<file path="src/rtl/countdown_timer.sv">
// Loadable N-bit down-counter with start/stop/pause control, busy/paused status and a done pulse at expiry.
// Build option: define COUNTDOWN_AUTORELOAD_EN to reload and keep running on expiry (periodic done).
module countdown_timer #(
  parameter int N = 4
) (
  input  logic         clk,
  input  logic         reset,
  input  logic         load,
  input  logic [N-1:0] load_value,
  input  logic         start,
  input  logic         stop,
  input  logic         pause,
  output logic [N-1:0] q,
  output logic         busy,
  output logic         done,
  output logic         paused
);

  typedef enum logic [1:0] {IDLE, RUN, HOLD} state_t;

  localparam logic [N-1:0] ONE = 1;

  state_t       state, state_nx;
  logic [N-1:0] q_nx;
  logic [N-1:0] reload, reload_nx;
  logic         done_nx;

  function automatic logic [N-1:0] dec(input logic [N-1:0] v);
    return v - ONE;
  endfunction

  always_comb begin
    state_nx  = state;
    q_nx      = q;
    reload_nx = reload;
    done_nx   = 1'b0;
    case (state)
      IDLE: begin
        if (load) begin
          q_nx      = load_value;
          reload_nx = load_value;
        end else if (start) begin
          // Starting an already-expired count reports expiry without running.
          if (q != '0) state_nx = RUN;
          else         done_nx  = 1'b1;
        end
      end
      RUN: begin
        if (stop) begin
          state_nx = IDLE;
        end else if (pause) begin
          state_nx = HOLD;
        end else if (q > ONE) begin
          q_nx = dec(q);
        end else begin
          done_nx = 1'b1;
`ifdef COUNTDOWN_AUTORELOAD_EN
          q_nx = reload;
`else
          q_nx     = '0;
          state_nx = IDLE;
`endif
        end
      end
      HOLD: begin
        // Resuming spends one cycle in RUN before the next decrement.
        if (stop)        state_nx = IDLE;
        else if (!pause) state_nx = RUN;
      end
      default: state_nx = IDLE;
    endcase
  end

  always_ff @(posedge clk or negedge reset) begin
    if (!reset) begin
      state  <= IDLE;
      q      <= '0;
      reload <= '0;
      done   <= 1'b0;
      busy   <= 1'b0;
      paused <= 1'b0;
    end else begin
      state  <= state_nx;
      q      <= q_nx;
      reload <= reload_nx;
      done   <= done_nx;
      busy   <= (state_nx != IDLE);
      paused <= (state_nx == HOLD);
    end
  end

endmodule

</file>
<file path="config.mk">
export PLATFORM = sky130hd
export DESIGN_NAME = countdown_timer
export DESIGN_NICKNAME = d
export VERILOG_FILES = /design/src/rtl/countdown_timer.sv
export SDC_FILE = /design/constraint.sdc
export NUM_CORES = 1
export LEC_CHECK = 0
export ABC_AREA = 1
export CELL_PAD_IN_SITES_DETAIL_PLACEMENT = 1
export CELL_PAD_IN_SITES_GLOBAL_PLACEMENT = 1
export CORE_UTILIZATION = 28
export CTS_BUF_LIST = sky130_fd_sc_hd__clkbuf_8
export CTS_CLUSTER_DIAMETER = 200
export DETAILED_ROUTE_END_ITERATION = 8
export DONT_BUFFER_PORTS = 1
export PLACE_DENSITY_LB_ADDON = 0.1
export SLEW_MARGIN = 20
export SYNTH_ARGS = -nofsm -noshare
export SYNTH_HDL_FRONTEND = slang
export SYNTH_SLANG_ARGS = --single-unit
</file>
<file path="constraint.sdc">
create_clock -name clk -period 3.6 [get_ports clk]
set_clock_uncertainty 0.2 [all_clocks]
set_input_delay 1.08 -clock clk [delete_from_list [all_inputs] [get_ports clk]]
set_output_delay 1.08 -clock clk [all_outputs]
set_load 0.1 [all_outputs]
</file>
-- Word level (Yosys, flattened, before mapping)
Cells that the tools add are included.
- input bits: 10
- bits in latches: 0
- register bits after elaboration: 9
- memories kept: 0
- ROM bits: 0
- memory bits (writable): 0
- multiply operators: 0
- divide/modulo/power cells: 0
- $add $sub $neg: 1
- bitwise operators: 0
- multiplexer cells: 21
- reductions and logical operators: 5
- equal/unequal tests: 6
- shift operators: 0
- magnitude comparators: 1
- operator list (operator ; number):
    $mux 2 ; 8
    $mux 4 ; 4
    $pmux 4 s2 ; 1
    $mux 1 ; 6
    $ne 2x2->1 const B ; 3
    $pmux 2 s3 ; 1
    $eq 2x2->1 const B ; 2
    $gt 4x1->1 const B ; 1
    $reduce_and 4->1 ; 1
    $reduce_bool 2->1 ; 2
    $reduce_bool 4->1 ; 1
    $sub 4x1->4 const B ; 1
    $eq 2x1->1 const B ; 1
    $logic_not 2->1 ; 1
    $pmux 1 s2 ; 1

-- Longest topological paths before layout
- word-level depth: 6
- mapped depth: 9
- depth with buffers taken out: 9

-- Worst setup path after synthesis
Ideal clock, no wire load.
- path kind: register to output
- start point: register q[3]
- end point: output port q[3]
- path buffers: 0
- slack: 1.359 ns
- data arrival time: 0.961 ns
- cell stages (with the launch flop): 1
- required time: 2.320 ns
- path through: dfrtp_1
- RTL lines (item ; RTL line ; source):
    start: declaration ; 13 ; output logic [N-1:0] q,
    start signal: assignment ; 84 ; q <= q_nx;
No word-level cell between the ends.

-- Worst setup path in the final report
- start point: register q[2]
- end point: output port q[2]
No word-level cell between the ends.

==> summary.txt <==
Synthesis
  – Synth top area cells: dfrtp_1 41%, nand2_1 17%, nand3_1 5.4%
  – Mux cell area share after synthesis: 0
  – Mapped Area: 556 um2
  – Adder-Cell Fraction of Synth Area: 0.0450
  – Synth Net Count: 86
  – Top-area cell type share of the netlist area: 0.405
  – Syn Inst Count: 74
  – EDFF count, synth: 0
  – Synth Area in Simple Gates: 0.441
  – Cell variety after synth: 18
  – Post-synth top cells: 25 x nand2_1, 9 x dfrtp_1, 7 x inv_1
  – XOR/XNOR Fraction of Synth Area: 0
  – Syn Area/Cell: 7.51 um2
  – Register area share after synthesis: 0.405
  – Ys flop type: dfrtp_1
  – Compound-Gate Fraction of Synth Area: 0.0473
  – Asr flop ratio synth: 1.00
  – Main combinational cell family by area after synthesis: simple AND/OR/NAND/NOR gates
  – Leading area contributor after synthesis: dfrtp_1
  – Ys Warns: 0
  – Post-synthesis register bit count: 9
  – Most frequent cell after synthesis: nand2_1

Critical path
  – Critical path type: reg2out
  – Startpoint Class: register
  – FF-to-FF Start: q[3]$_DFFE_PN0P_
  – CP endpoint kind: primary output
  – Crit path max fanout: 5
  – R2R depth: 6
  – Critical Path RT: 2.32 ns
  – Worst R2R Setup Slack: 1.68 ns
  – Crit path DAT: 1.24 ns
  – Worst r2r dst: q[2]$_DFFE_PN0P_

Clocking
  – Post-CTS Setup Bufs: 0
  – CTS tree: done
  – Post-cts hold buffer count: 0
  – CTS Buf Count: 3
  – Root Buffer: clkbuf_8
  – Htree depth: 1
  – Clock Latency Late Sink: 0.24 ns
  – Clock transition at the registers of the reported paths: 0.05 ns
  – Clock Sinks: 9
  – Post-CTS sizing: 0
  – Worst-case clock buffer depth: 2

Outcome
  – Status: complete, no violations

Worst hold path
  – Worst hold path class: in2async

Cells and area
  – # fillers: 246
  – P&R area growth vs syn: 16.4%
  – Area taken by multi-input logic gates: 297 um2
  – Non-Filler Instances: 105
  – Reg area: 225 um2
  – Ant diodes: 0
  – Share of cells above drive strength 1: 0.175
  – Nets@finish: 93

Pwr
  – Power, Total: 0.701 mW
  – Sw Ratio: 0.592
  – P_sw: 0.414 mW
  – Clock power frac: 0.172
  – Comb pwr share: 0.408
  – Internal power: 0.286 mW
  – Flop pwr share: 0.420
  – Pwr per Cell Area: 1080 nW/um2
  – Worst VDD drop: 0.422 mV
  – LEAKAGE: 0.340 nW

Routing
  – Mean routed wirelength per cell: 13.2 um
  – Detail Route Antenna Nets: 0
  – Initial DRC Count: 6
  – Drt total wl: 1390 um
  – 1st-pass router iterations: 2
  – DR vias/cell: 4.81
  – DRC viols: 0
  – Via count: 505

Floorplan
  – Rows: 15
  – IO Pins: 17
  – Die Wd: 46.5 um
  – Initial Util: 0.308
  – Core area: 1800 um2
  – Die footprint: 2170 um2
  – Die height: 46.5 um

STA
  – # setup viols final: 0
  – Actual slew at the worst max-slew pin: 1.00 ns
  – Pins Over Slew Limit: 0
  – Setup tns final: 0 ns
  – Final period util: 0.699
  – Final hold slack: 0.331 ns
  – Final min period: 2.52 ns
  – Fmax: 397 MHz
  – RSZ-0062 raised after global routing: false
  – Final Hold Vio Count: 0
  – Max-Slew Margin vs Limit: 0.331

Global routing
  – Vias in the first global route: 486
  – Total Routing Usage GR: 0.161
  – Largest net degree at the start of global routing: 10
  – First-pass GRT wire length: 2220 um
  – Initial antenna violation count: 0
  – Grt total ovfl: 0

Place
  – Placed insts: 101
  – Hpwl dp: 1070 um
  – PortBufs: 0
  – RePlAce Congestion: 0.788

Run
  – Max-cap violations: 0
cell type report:
type,count,share of cell area
Clock buffer,3,0.0638
Sequential cell,9,0.348
Inverter,9,0.0522
Tap cell,25,0.0484
Multi-Input combinational cell,56,0.458
Timing Repair Buffer,2,0.0232
Clock inverter,1,0.00580
power groups by stage:
stage | sequential, mW | clock [mW] | combinational (mW)
after floorplan | 0.367 | 0 | 0.151
after global placement | 0.295 | 0 | 0.285
after detailed placement | 0.297 | 0 | 0.285
after CTS | 0.295 | 0.125 | 0.291
after global routing | 0.301 | 0.129 | 0.320
final | 0.294 | 0.121 | 0.286
worst max path at each step:
stage,cells after the start,to,startpoint,slack (ns)
final,0,q[2],q[2]$_DFFE_PN0P_,1.08
after global routing,0,q[3],q[3]$_DFFE_PN0P_,1.04
after CTS,0,q[2],q[2]$_DFFE_PN0P_,1.07
after detailed placement,0,q[2],q[2]$_DFFE_PN0P_,1.33
after global placement,0,q[2],q[2]$_DFFE_PN0P_,1.33
after floorplan,0,q[3],q[3]$_DFFE_PN0P_,1.36
state kept, by name (all words and copies together) (netlist names):
register  cells
state         2
busy          1
done          1
paused        1
q             4
metrics by stage:
step                 util  setup slack, ns  area [um2]
finish              0.359             1.08         647
CTS                 0.359             1.07         647
global placement    0.334             1.33         602
detailed placement  0.334             1.33         602
global route        0.359             1.04         647
floorplan               -             1.36         556
layout by cell type, fill, tap and decap left out:
| cell | synthesis | layout |
|---|---|---|
| inv_1 | 7 | 8 |
| nor2_2 | 2 | 2 |
| ha_1 | 2 | 2 |
| nand2_4 | 2 | 2 |
| clkbuf_8 | 0 | 3 |
| nand3b_1 | 3 | 3 |
| dfrtp_1 | 9 | 9 |
| nand2_1 | 25 | 25 |
| inv_2 | 2 | 2 |
| buf_4 | 0 | 2 |
| nand2_2 | 1 | 1 |
| nor2_1 | 5 | 5 |
| a21oi_1 | 3 | 3 |
| o22ai_1 | 1 | 1 |
| nor2_4 | 1 | 1 |
| nor3_2 | 1 | 1 |
| o21ai_0 | 1 | 1 |
| nand3_1 | 6 | 6 |
| nor3_1 | 1 | 1 |
| nand4_1 | 2 | 2 |
kinds of logic (layout without fill, tap and decap cells):
logic type,after synthesis,in the layout
simple gates,49,49
flops,9,9
buf+inv,9,15
compound gates,5,5
fa+ha+maj,2,2
metal layers:
| metal | part of all wire | up-vias | GRT usage |
|---|---|---|---|
| li1 | - | 249 | - |
| met1 | 0.50 | 237 | 0.209 |
| met2 | 0.43 | 14 | 0.219 |
| met3 | 0.043 | 5 | 0.0471 |
| met4 | 0.028 | 0 | 0.124 |
| met5 | 0 | - | 0 |
Note: power is estimated with default switching activity, not from simulation.
